**src/rtl/apb_fifo_slave_if.sv**
```systemverilog
// APB bus signals between APB_Master and the FIFO slave on one PSELx slot.
interface apb_fifo_slave_if;
    logic [31:0] PADDR;
    logic        PWRITE;
    logic        PSEL;
    logic        PENABLE;
    logic [31:0] PWDATA;
    logic [31:0] PRDATA;
    logic        PREADY;

    modport master (
        output PADDR, PWRITE, PSEL, PENABLE, PWDATA,
        input  PRDATA, PREADY
    );

    modport slave (
        input  PADDR, PWRITE, PSEL, PENABLE, PWDATA,
        output PRDATA, PREADY
    );
endinterface

```
**src/rtl/apb_fifo_slave.sv**
```systemverilog
// APB slave with a DEPTH x DATA_WIDTH FIFO, status/control/threshold registers,
// a level threshold interrupt and exactly one wait state per transfer.
module apb_fifo_slave #(
    parameter int DEPTH      = 8,
    parameter int DATA_WIDTH = 8
) (
    input  logic                  PCLK,
    input  logic                  PRESET,
    apb_fifo_slave_if.slave       bus,
    output logic                  irq
);
    localparam int AW = $clog2(DEPTH);
    localparam int CW = AW + 1;

    localparam logic [1:0] REG_DATA   = 2'b00;
    localparam logic [1:0] REG_STATUS = 2'b01;
    localparam logic [1:0] REG_THRESH = 2'b11;
    localparam logic [1:0] REG_CTRL   = 2'b10;

    logic [DATA_WIDTH-1:0] mem [DEPTH];
    logic [AW-1:0]         wr_ptr;
    logic [AW-1:0]         rd_ptr;
    logic [CW-1:0]         count;
    logic [7:0]            count8;
    logic                  ovf;
    logic                  udf;
    logic [7:0]            thresh;

    logic                  access1;
    logic                  complete;
    logic [1:0]            sel;
    logic                  empty;
    logic                  full;
    logic                  do_push;
    logic [31:0]           rdata_nxt;
    logic                  unused_bits;

    assign sel      = bus.PADDR[3:2];
    assign access1  = bus.PSEL & bus.PENABLE & ~bus.PREADY;
    assign complete = bus.PSEL & bus.PENABLE & bus.PREADY;
    assign empty    = (count == '0);
    assign full     = (count == CW'(DEPTH));
    assign count8   = 8'(count);
    assign do_push  = complete & bus.PWRITE & (sel == REG_DATA) & ~full;

    assign unused_bits = ^{bus.PADDR[31:4], bus.PADDR[1:0], bus.PWDATA};

    // Read data is captured in the first access cycle so it is presented
    // alongside PREADY; the pop itself lands on the completing edge.
    always_comb begin
        rdata_nxt = '0;
        case (sel)
            REG_DATA:   if (!empty) rdata_nxt = 32'(mem[rd_ptr]);
            REG_STATUS: rdata_nxt = {16'b0, count8, 4'b0, udf, ovf, full, empty};
            REG_THRESH: rdata_nxt = {24'b0, thresh};
            default:    rdata_nxt = '0;
        endcase
    end

    always_ff @(posedge PCLK) begin
        if (!PRESET && do_push)
            mem[wr_ptr] <= bus.PWDATA[DATA_WIDTH-1:0];
    end

    always_ff @(posedge PCLK) begin
        if (PRESET) begin
            bus.PREADY <= 1'b0;
            bus.PRDATA <= '0;
            irq        <= 1'b0;
            wr_ptr     <= '0;
            rd_ptr     <= '0;
            count      <= '0;
            ovf        <= 1'b0;
            udf        <= 1'b0;
            thresh     <= '0;
        end else begin
            bus.PREADY <= access1;
            bus.PRDATA <= (access1 && !bus.PWRITE) ? rdata_nxt : '0;
            irq        <= (thresh != '0) && (count8 >= thresh);

            if (complete && bus.PWRITE) begin
                case (sel)
                    REG_DATA: begin
                        if (full) begin
                            ovf <= 1'b1;
                        end else begin
                            wr_ptr <= wr_ptr + 1'b1;
                            count  <= count + 1'b1;
                        end
                    end
                    REG_CTRL: begin
                        if (bus.PWDATA[0]) begin
                            wr_ptr <= '0;
                            rd_ptr <= '0;
                            count  <= '0;
                        end
                        if (bus.PWDATA[1]) begin
                            ovf <= 1'b0;
                            udf <= 1'b0;
                        end
                    end
                    REG_THRESH: thresh <= bus.PWDATA[7:0];
                    default: ;
                endcase
            end

            if (complete && !bus.PWRITE && (sel == REG_DATA)) begin
                if (empty) begin
                    udf <= 1'b1;
                end else begin
                    rd_ptr <= rd_ptr + 1'b1;
                    count  <= count - 1'b1;
                end
            end
        end
    end
endmodule

```
**src/flat_wrapper.sv**
```systemverilog
// flat-port wrapper written by rule: the top's interface ports become plain ports
module apb_fifo_slave_flat 
#(
    parameter int DEPTH      = 8,
    parameter int DATA_WIDTH = 8
)
  (PCLK, PRESET, irq, bus_PADDR, bus_PWRITE, bus_PSEL, bus_PENABLE, bus_PWDATA, bus_PRDATA, bus_PREADY);
  apb_fifo_slave_if bus_i ();
  input  logic PCLK;
  input  logic PRESET;
  output logic irq;
  input wire logic [$bits(bus_i.PADDR)-1:0] bus_PADDR;
  input wire logic [$bits(bus_i.PWRITE)-1:0] bus_PWRITE;
  input wire logic [$bits(bus_i.PSEL)-1:0] bus_PSEL;
  input wire logic [$bits(bus_i.PENABLE)-1:0] bus_PENABLE;
  input wire logic [$bits(bus_i.PWDATA)-1:0] bus_PWDATA;
  output wire logic [$bits(bus_i.PRDATA)-1:0] bus_PRDATA;
  output wire logic [$bits(bus_i.PREADY)-1:0] bus_PREADY;
  assign bus_i.PADDR = bus_PADDR;
  assign bus_i.PWRITE = bus_PWRITE;
  assign bus_i.PSEL = bus_PSEL;
  assign bus_i.PENABLE = bus_PENABLE;
  assign bus_i.PWDATA = bus_PWDATA;
  assign bus_PRDATA = bus_i.PRDATA;
  assign bus_PREADY = bus_i.PREADY;
  apb_fifo_slave #(.DEPTH(DEPTH), .DATA_WIDTH(DATA_WIDTH)) u_core (.PCLK(PCLK), .PRESET(PRESET), .bus(bus_i), .irq(irq));
endmodule
```
**config.mk**
```make
export PLATFORM = sky130hd
export DESIGN_NAME = apb_fifo_slave_flat
export DESIGN_NICKNAME = d
export VERILOG_FILES = /design/src/rtl/apb_fifo_slave_if.sv /design/src/rtl/apb_fifo_slave.sv /design/src/flat_wrapper.sv
export SDC_FILE = /design/constraint.sdc
export NUM_CORES = 1
export LEC_CHECK = 0
export BUFFER_PORTS_ARGS = -buffer_cell sky130_fd_sc_hd__buf_2
export CAP_MARGIN = 20
export CORE_ASPECT_RATIO = 0.9
export CORE_UTILIZATION = 32
export CTS_CLUSTER_SIZE = 40
export DETAILED_ROUTE_END_ITERATION = 12
export GPL_ROUTABILITY_DRIVEN = 0
export GPL_TIMING_DRIVEN = 0
export REMOVE_ABC_BUFFERS = 1
export SLEW_MARGIN = 20
export SYNTH_ARGS = -nofsm -noshare
export SYNTH_HDL_FRONTEND = slang
export SYNTH_SLANG_ARGS = --single-unit
```
**constraint.sdc**
```tcl
create_clock -name PCLK -period 7.6 [get_ports PCLK]
set_clock_uncertainty 0.1 [all_clocks]
set_input_delay 0.76 -clock PCLK [delete_from_list [all_inputs] [get_ports PCLK]]
set_output_delay 0.76 -clock PCLK [all_outputs]
set_load 0.01 [all_outputs]
```
### Word level (Yosys, flattened, before mapping)

Memories as Yosys holds them, arrays and structs flattened. A register that Yosys moved wholly into a read port is not among the register bits.
Cells that the tools add are included.

* reduce and logical (&&, ||, !) cells: 16
* bitwise operators: 9
* add/subtract/negate cells: 4
* equal/unequal tests: 8
* $lt $le $gt $ge: 1
* multiplexer cells: 27

Operator list (number)
* case mux 12 bit (3 select lines): 1
* 2-to-1 mux 3 bit: 8
* 2-to-1 mux 4 bit: 5
* 2-to-1 mux 1 bit: 9
* >= comparator 4 x 8 -> 1 bit: 1
* 2-to-1 mux 8 bit: 1
* case mux 4 bit (2 select lines): 1
* AND reduction 4 bit: 2
* nonzero test 8 bit: 1
* adder 3 x 1 -> 3 bit (second input constant): 2
* bitwise AND 1 bit: 6
* logical AND 1 bit: 6
* != test 2 bit (second input constant): 3
* case mux 3 bit (2 select lines): 1
* adder 4 x 1 -> 4 bit (second input constant): 1
* == test 2 bit (second input constant): 2
* == test 4 bit (second input constant): 1
* logical NOT 4 bit: 1
* subtractor 4 x 1 -> 4 bit (second input constant): 1
* inverter 1 bit: 3
* == test 2 x 1 -> 1 bit (second input constant): 1
* logical NOT 1 bit: 2
* logical NOT 2 bit: 1
* != test 2 x 1 -> 1 bit (second input constant): 1
* other kinds (4): 4

* memory bits (writable): 64
* register bits: 54
* memories: 1
* input bits: 69
* logic and storage cells: 75
* output and inout bits: 34

Memory list
* u_core.mem: words 8, width 8, rd ports 1, clocked after Yosys merged registers in 1, wr ports 1, line apb_fifo_slave.sv:20 `logic [DATA_WIDTH-1:0] mem [DEPTH];`

### Depth between registers and ports, before layout

Gate-level depths: netlist (run 1).

* depth after elaboration: 8
* gate-level depth with buffers: 8
* depth with buffers taken out: 7

### Worst setup path after synthesis (run 1)

OpenSTA, ideal clock, no wires.

* path type: input to register
* start: in bus_PADDR[3]
* end: mem u_core.mem[4][0] (enable)
* path slack: 5023 ps
* buffers on the path: 1
* cell stages on the path: 4
* data required time: 7130 ps
* arrival time: 2107 ps
* library setup time: 370 ps
* cell sequence: buf_2 -> nor4_4 -> or3b_4 -> nor2_1

* word-level cells in the longest chain between the ends: 6

RTL lines
* start, declared: line flat_wrapper.sv:12 `input wire logic [$bits(bus_i.PADDR)-1:0] bus_PADDR;`
* logical NOT 2 bit: line apb_fifo_slave.sv:44 `assign do_push = complete & bus.PWRITE & (sel == REG_DATA) & ~full;`
* bitwise AND 1 bit (2 in series): line apb_fifo_slave.sv:44
* logical AND 1 bit: line apb_fifo_slave.sv:61 `if (!PRESET && do_push)`
* 2-to-1 mux 1 bit: line apb_fifo_slave.sv:61
* 2-to-1 mux 1 bit (not written as such): line apb_fifo_slave.sv:62 `mem[wr_ptr] <= bus.PWDATA[DATA_WIDTH-1:0];`
* end, declared: line apb_fifo_slave.sv:20

Every way passes these cells.

### Final worst setup path (run 1)

* start: reg u_core.count[1]
* end: mem u_core.mem[4][0] (enable)

* word-level cells in the longest chain between the ends: 6

RTL lines
* start, declared: line apb_fifo_slave.sv:23 `logic [CW-1:0] count;`
* start signal, assigned: line apb_fifo_slave.sv:88 `count <= count + 1'b1;`
* start signal, assigned: line apb_fifo_slave.sv:112 `count <= count - 1'b1;`
* == test 4 bit: line apb_fifo_slave.sv:42 `assign full = (count == CW'(DEPTH));`
* inverter 1 bit: line apb_fifo_slave.sv:44
* bitwise AND 1 bit: line apb_fifo_slave.sv:44
* logical AND 1 bit: line apb_fifo_slave.sv:61
* 2-to-1 mux 1 bit: line apb_fifo_slave.sv:61
* 2-to-1 mux 1 bit (not written as such): line apb_fifo_slave.sv:62

Every way passes these cells.

==> out/qor_table.md, run 1 <==
| Metric | Reported | Unit |
| --- | --- | --- |
| Cts-stage hold buffer count | 0 | - |
| Avg Vias per Cell | 4.77 | - |
| Initial cell density of the core | 32.8 | % |
| Number of gates resized after CTS | 0 | - |
| Total of buffers placed on input and output ports | 28 | - |
| Number of buffers added by the clock tree synthesis step | 9 | - |
| Final count of pins violating max slew | 0 | - |
| Total number of placement rows | 39 | - |
| Pint | 0.797 | mW |
| Final min period | 3.06 | ns |
| Post-route worst setup slack | 4.54 | ns |
| Area growth syn-to-layout | 11.7 | % |
| CP Capture Type | flip-flop | - |
| Biggest area contributors in the synthesized netlist | sky130_fd_sc_hd__edfxtp_1 46%, sky130_fd_sc_hd__dfxtp_1 16%, sky130_fd_sc_hd__mux4_2 8.6% | - |
| DRC viols | 0 | - |
| CTS HTree Levels | 3 | - |
| Worst setup path category | flip-flop to flip-flop | - |
| Worst Setup Start Kind | flip-flop | - |
| Worst hold-check slack | 0.378 | ns |
| Power per cell area | 219 | nW/um^2 |
| Highest Clock Rate | 0.327 | GHz |
| Switching power of the nets | 0.221 | mW |
| Synth area leader | sky130_fd_sc_hd__edfxtp_1 | - |
| Most common library cell in the layout ignoring fill and taps | sky130_fd_sc_hd__edfxtp_1 | - |
| Clock-pin slew on the worst setup and hold paths | 0.07 | ns |
| Data required time of the worst path | 7.46 | ns |
| Peak supply drop | 0.000114 | V |
| Combinational group share of total power | 2.3 | % |
| Part of the Yosys area used for sequential elements | 62.5 | % |
| Number of antenna violations at the first check in global routing | 0 | - |
| Total number of vias | 2323 | - |
| Sequential power share | 55.7 | % |
| Reg-to-reg slack, setup | 4.54 | ns |
| Share of synthesized registers carrying an async set or reset | 0 | % |
| Post-route clock period utilization | 40.2 | % |
| Worst slew pin tran | 1.14 | ns |
| Cells after synthesis | 292 | - |
| Maximum clock insertion buffer count | 2 | - |
| I/O pins | 103 | - |
| Maximum fanout encountered on the critical timing path | 8 | - |
| Pin count of the biggest net entering global routing | 25 | - |
| Delay of the slowest critical-path stage | 0.78 | ns |
| Number of max-capacitance violations reported | 0 | - |
| Setup repair after global routing missed its margin | no | - |
| Root Driver | sky130_fd_sc_hd__clkbuf_16 | - |
| Post-synth top area share | 46.1 | % |
| Post-CTS Repair Setup Buffers | 0 | - |
| Commonest non-fill, non-tap cells in the layout | 64 x sky130_fd_sc_hd__edfxtp_1, 33 x sky130_fd_sc_hd__dfxtp_1, 28 x sky130_fd_sc_hd__buf_2 | - |
| Worst hold-check path type | flip-flop to flip-flop | - |
| Global-route wire length before repair | 12700 | microns |
| FILL cells | 1223 | - |
| Number of distinct library cells after synthesis | 48 | - |
| Proportion of layout cells with a drive suffix above 1 | 21.7 | % |
| Main flop type after synthesis | sky130_fd_sc_hd__edfxtp_1 | - |
| Post-synthesis area per instance | 14.3 | sq um |
| Clock tree sinks | 98 | - |
| Total routing resource utilization after global routing | 13.2 | % |
| Post-placement cell count | 471 | - |
| Part of the power in the clock network | 42.0 | % |
| Final Instance Count excl. Fillers | 487 | - |
| Standard cell with the maximum stage delay on the critical path | sky130_fd_sc_hd__nor2_1 | - |
| Standard cell core area | 12700 | sq um |
| HPWL Detailed | 5200 | microns |
| Total inserted antenna cells | 0 | - |
| Floorplan die height | 110 | microns |
| Nets@finish | 395 | - |
| DR WL/cell | 16.8 | microns |
| Final Hold Viols | 0 | - |
| Static leakage | 1.53 | nW |
| Horizontal die dimension | 122 | microns |
| Synthesized area | 4170 | sq um |
| DR iter-0 viols | 224 | - |
| Sw Share | 21.7 | % |
| Power, Total | 1.02 | mW |
| Setup WS pre-CTS | 4.29 | ns |
| Crit path arrival time | 2.92 | ns |
| Tightest slew margin relative to the limit | 23.6 | % |
| Setup TNS after final layout | 0 | ns |
| Result of the run | complete, no violations | - |
| Number of global-route vias before repair | 2240 | - |
| Number of enable-type register cells in the synthesized netlist | 64 | - |
| Wirelength, routed | 8170 | microns |
| Clock insertion delay at the later pin of the skew report | 0.34 | ns |
| Router iterations before antenna repair | 4 | - |
| Final-report setup violation count | 0 | - |
| Remaining antenna violation count | 0 | - |
| Remaining global-route overflow | 0 | - |
| Seq cells post-synth | 98 | - |
| Synth warn | 0 | - |
| Die Area | 13500 | sq um |
| Critical path cell sequence | inv_1 > ha_1 > and3b_4 > nor4_4 > or3b_4 > nor2_1 | - |
| CTS tree | done | - |
## cell usage after synthesis (8+ instances only)
master / instances
sky130_fd_sc_hd__buf_4: 21
sky130_fd_sc_hd__nor3_1: 10
sky130_fd_sc_hd__inv_1: 8
sky130_fd_sc_hd__dfxtp_1: 34
sky130_fd_sc_hd__ha_1: 8
sky130_fd_sc_hd__mux4_2: 16
sky130_fd_sc_hd__mux2i_1: 19
sky130_fd_sc_hd__edfxtp_1: 64
sky130_fd_sc_hd__nand2_1: 9
sky130_fd_sc_hd__nor2_1: 24
sky130_fd_sc_hd__a21oi_1: 10
## final cells by class
class / instances / area, sq um / area share [%]
Clock buffer: 10 / 229 / 4.92
Clock inverter: 6 / 48.8 / 1.05
Inverter: 8 / 30.0 / 0.645
Multi-Input combinational cell: 173 / 1400 / 30.0
Sequential cell: 98 / 2600 / 55.9
Tap cell: 164 / 205 / 4.41
Timing Repair Buffer: 28 / 140 / 3.01
## routing by layer
layer	global-route usage, %	up-vias	wire length, microns
li1	-	1120	-
met1	17.5	1148	3910
met2	20.9	42	3850
met3	2.52	13	270
met4	6.01	0	144
met5	0	-	0
## kinds of logic after synthesis
kind of cell,after synthesis,synth area share [%]
flops,98,62.5
other cells,1,0.0900
buf+inv,40,5.83
fa+ha+maj,8,2.40
compound gates,32,5.08
simple gates,76,10.5
xor+xnor,2,0.420
mux,35,13.2
## path summary, 6_finish.rpt
check / start / cells past startpoint / endpoint
worst min register to register: u_core.ovf / 2 / u_core.ovf
worst max-delay path: u_core.count[1] / 6 / u_core.mem[4][0]
worst max register to register: u_core.count[1] / 6 / u_core.mem[4][0]
worst min-delay path: u_core.ovf / 2 / u_core.ovf
## flip-flops by register name, summed over array words and instances (netlist names)
| name | flops |
|---|---|
| u_core.ovf | 1 |
| u_core.thresh | 8 |
| u_core.bus.PREADY | 1 |
| u_core.bus.PRDATA | 12 |
| u_core.irq | 1 |
| u_core.count | 4 |
| u_core.wr_ptr | 3 |
| u_core.udf | 1 |
| u_core.mem | 64 |
| u_core.rd_ptr | 3 |
## worst max-delay path, delay by kind of cell, from the launching register on
kind          cells  cell delay, ns
simple gates      4            1.79
flops             1            0.46
buf+inv           1            0.09
fa+ha+maj         1            0.23
## power groups by stage
stage          Combinational [mW]  Sequential (mW)  Clock, mW
2_1_floorplan             0.00826            0.579          0
3_3_place_gp               0.0228            0.579          0
3_5_place_dp               0.0235            0.579          0
4_1_cts                    0.0236            0.567      0.436
5_1_grt                    0.0265            0.566      0.457
6_report                   0.0236            0.567      0.427
## metrics by stage
stage	area, sq um	utilization, %
after global routing	4650	36.7
after detailed placement	4380	34.5
final	4650	36.7
after global placement	4370	34.4
after floorplan	4030	-
after CTS	4650	36.7
Power figures use the tool's default switching activity.
==> run 2, diff against run 1 <==
Settings changed: ABC_AREA from default to 1.
Clock period 7.6 ns to 2.55 ns, I/O delays scaled along.
==> run 2 against run 1 <==
  * The run now ends with negative setup slack left
  * Sequential share of layout area shrank 6.0 points
  * Maximum frequency grew 18%
  * Total power grew to 3.1 times the previous value
  * Register-to-register slack lost 4.6 ns
  * Sequential cell count is the same
  * Worst setup slack lost 4.6 ns
  * Clock power grew to 3.3 times the previous value
  * Area after synthesis grew 9.9%
  * Critical path depth grew 1
  * Cell area grew 12%
  * Combinational power grew to 3.5 times the previous value
  * First-iteration DRC count grew 12%
  * Critical endpoint is now u_core.mem[7][0]
==> out/qor_table.md, run 2 <==
| Metric | Reported | Unit |
| --- | --- | --- |
| Result of the run | finished, violations left | - |
| Failing checks | negative setup slack | - |
| Total number of vias | 3445 | - |
| Global-route track usage on met2 | 23.6 | % |
| DRC viols | 0 | - |
| Met1 usage in global routing | 18.4 | % |
| Final-report setup violation count | 8 | - |
| Initial cell density of the core | 32.7 | % |
| Power per cell area | 612 | nW/um^2 |
| Root Driver | sky130_fd_sc_hd__clkbuf_16 | - |
| Maximum clock insertion buffer count | 2 | - |
| HPWL Detailed | 6980 | microns |
| Peak supply drop | 0.000373 | V |
| Combinational group share of total power | 2.6 | % |
| Part of the power in the clock network | 44.4 | % |
| Worst slew pin tran | 0.837 | ns |
| Most used standard cell by instance count after synthesis | sky130_fd_sc_hd__nand2_1 | - |
| Register with the most flip-flops | u_core.mem | - |
| CP Capture Type | flip-flop | - |
| Cells after synthesis | 518 | - |
| Crit path arrival time | 2.45 | ns |
| R2R depth | 7 | - |
| Synth warn | 0 | - |
| Clock tree sinks | 98 | - |
| Part of the Yosys area used for sequential elements | 56.8 | % |
| Synthesized area | 4580 | sq um |
| Total routing resource utilization after global routing | 14.3 | % |
| Highest Clock Rate | 0.387 | GHz |
| Router iterations before antenna repair | 5 | - |
| Standard cell core area | 14000 | sq um |
| Biggest area contributors in the synthesized netlist | sky130_fd_sc_hd__edfxtp_1 42%, sky130_fd_sc_hd__dfxtp_1 15%, sky130_fd_sc_hd__nand2_1 10% | - |
| Number of buffers added by the clock tree synthesis step | 9 | - |
| Remaining global-route overflow | 0 | - |
| Proportion of layout cells with a drive suffix above 1 | 13.4 | % |
| Number of global-route vias before repair | 3096 | - |
| Pint | 2.56 | mW |
| Remaining antenna violation count | 0 | - |
| Seq cells post-synth | 98 | - |
| Total inserted antenna cells | 0 | - |
| Final min period | 2.59 | ns |
| Share of synthesized registers carrying an async set or reset | 0 | % |
| Setup repair after global routing missed its margin | yes | - |
| DR iter-0 viols | 250 | - |
| Commonest non-fill, non-tap cells in the layout | 124 x sky130_fd_sc_hd__nand2_1, 73 x sky130_fd_sc_hd__inv_1, 64 x sky130_fd_sc_hd__edfxtp_1 | - |
| Data required time of the worst path | 2.42 | ns |
| Total number of placement rows | 41 | - |
| CTS HTree Levels | 3 | - |
| Maximum fanout encountered on the critical timing path | 8 | - |
| Total of buffers placed on input and output ports | 28 | - |
| Final count of pins violating max slew | 0 | - |
| Met3 layer usage reported by global route | 3.46 | % |
| Nets@finish | 624 | - |
| Post-route worst setup slack | -0.0364 | ns |
| Worst setup path category | flip-flop to flip-flop | - |
| Number of antenna violations at the first check in global routing | 0 | - |
| Static leakage | 2.19 | nW |
| Global-route wire length before repair | 15900 | microns |
| Worst hold-check slack | 0.105 | ns |
| Clock-pin slew on the worst setup and hold paths | 0.06 | ns |
| Area growth syn-to-layout | 13.9 | % |
| Post-route clock period utilization | 101 | % |
| Sw Share | 19.7 | % |
| CTS tree | done | - |
| Avg Vias per Cell | 4.62 | - |
| Clock insertion delay at the later pin of the skew report | 0.34 | ns |
| Setup WS pre-CTS | -0.0283 | ns |
| Post-placement cell count | 728 | - |
| Horizontal die dimension | 128 | microns |
| Synth area leader | sky130_fd_sc_hd__edfxtp_1 | - |
| Synth top cells by count | 124 x sky130_fd_sc_hd__nand2_1, 73 x sky130_fd_sc_hd__inv_1, 64 x sky130_fd_sc_hd__edfxtp_1, 59 x sky130_fd_sc_hd__nand3_1, 43 x sky130_fd_sc_hd__nor2_1 | - |
| Top flop regs | u_core.mem (64), u_core.bus.PRDATA (12), u_core.thresh (8) | - |
| WHS Path Cells | 1 | - |
| Wirelength, routed | 10100 | microns |
| Final Instance Count excl. Fillers | 745 | - |
| GR peak layer | met2 | - |
| Pin count of the biggest net entering global routing | 35 | - |
| I/O pins | 103 | - |
| Tightest slew margin relative to the limit | 43.9 | % |
| Final Hold Viols | 0 | - |
| DR WL/cell | 13.5 | microns |
| Post-synthesis area per instance | 8.84 | sq um |
| Switching power of the nets | 0.628 | mW |
| Floorplan die height | 115 | microns |
| Largest register FFs | 64 | - |
| Post-synth top area share | 42.0 | % |
| Number of distinct library cells after synthesis | 27 | - |
| Cts-stage hold buffer count | 0 | - |
| Sequential power share | 53.0 | % |
| Most common library cell in the layout ignoring fill and taps | sky130_fd_sc_hd__nand2_1 | - |
| Number of enable-type register cells in the synthesized netlist | 64 | - |
| Worst Setup Start Kind | flip-flop | - |
| Main flop type after synthesis | sky130_fd_sc_hd__edfxtp_1 | - |
| Worst hold-check path type | primary input to flip-flop | - |
| Number of max-capacitance violations reported | 0 | - |
| Die Area | 14800 | sq um |
-- run 2: changes by cell type in the layout (fill, tap and decap cells not counted), sizes merged, moves of 16 or more --
cell / delta
nand2: +117
mux4: -16
inv: +67
mux2i: -19
nand3: +59
nor2: +23
-- run 2: stage by stage --
stage | setup TNS (ns) | power, mW | cell area (sq um) | utilization, %
6_report | -0.264 | 3.19 | 5220 | 37.2
4_1_cts | 0 | 3.21 | 5190 | 37.1
5_1_grt | -2.99 | 3.28 | 5220 | 37.2
3_3_place_gp | -26.41 | 1.81 | 4790 | 34.2
3_5_place_dp | -0.218 | 1.81 | 4870 | 34.8
2_1_floorplan | 0 | 1.77 | 4410 | -
-- run 2: layout make-up --
class	count	area (sq um)
inverter	80	304
fill	1391	8790
timing repair buffer	34	185
sequential	98	2600
clock buffer	11	233
tap	193	241
multi-input combinational	324	1570
clock inverter	5	78.8
-- run 2: per-layer routing --
| metal | share of wire (%) | up-vias |
|---|---|---|
| met5 | 0 | - |
| met4 | 1.3 | 0 |
| met3 | 5.5 | 12 |
| met2 | 47 | 120 |
| met1 | 46 | 1628 |
| li1 | - | 1685 |
-- run 2: logic make-up after synthesis --
| kind of cell | Yosys count | synth area share [%] |
|---|---|---|
| AO/OA/AOI/OAI | 39 | 4.26 |
| XOR/XNOR | 2 | 0.383 |
| adder cells (fa/ha/maj) | 8 | 2.19 |
| buffers and inverters | 115 | 11.7 |
| flip-flops | 98 | 56.8 |
| other | 1 | 0.0819 |
| AND/OR/NAND/NOR | 255 | 24.5 |
-- run 2: path summary, 6_finish.rpt --
kind                        start                to  slack (ns)
hold reg to reg        u_core.udf        u_core.udf        0.38
hold / removal      bus_PWDATA[2]  u_core.mem[0][2]        0.10
setup reg to reg  u_core.count[1]  u_core.mem[7][0]       -0.04
setup / recovery  u_core.count[1]  u_core.mem[7][0]       -0.04
-- run 2: timing repair --
item / 4_1_cts / 5_1_grt
cloned: 0 / 0
hold endpoints to repair: 0 / 0
pin swaps: 0 / 1
setup endpoints to repair: 8 / 37
setup buffers: 0 / 1
gates resized for setup: 1 / 3
-- run 2: critical path, stage by stage, from the launching register on --
cell	delay, ns
sky130_fd_sc_hd__dfxtp_1	0.47
sky130_fd_sc_hd__inv_1	0.15
sky130_fd_sc_hd__ha_1	0.27
sky130_fd_sc_hd__nand3_2	0.13
sky130_fd_sc_hd__nand2_4	0.08
sky130_fd_sc_hd__nor2_4	0.19
sky130_fd_sc_hd__nand3_2	0.16
sky130_fd_sc_hd__nor3_2	0.67
-- run 2: power by group through the flow --
stage               clock network, mW  logic (mW)  registers (mW)
floorplan                           0      0.0403            1.73
global placement                    0      0.0819            1.72
detailed placement                  0      0.0832            1.73
CTS                              1.43      0.0833            1.69
global route                     1.49      0.0947            1.69
finish                           1.42      0.0837            1.69
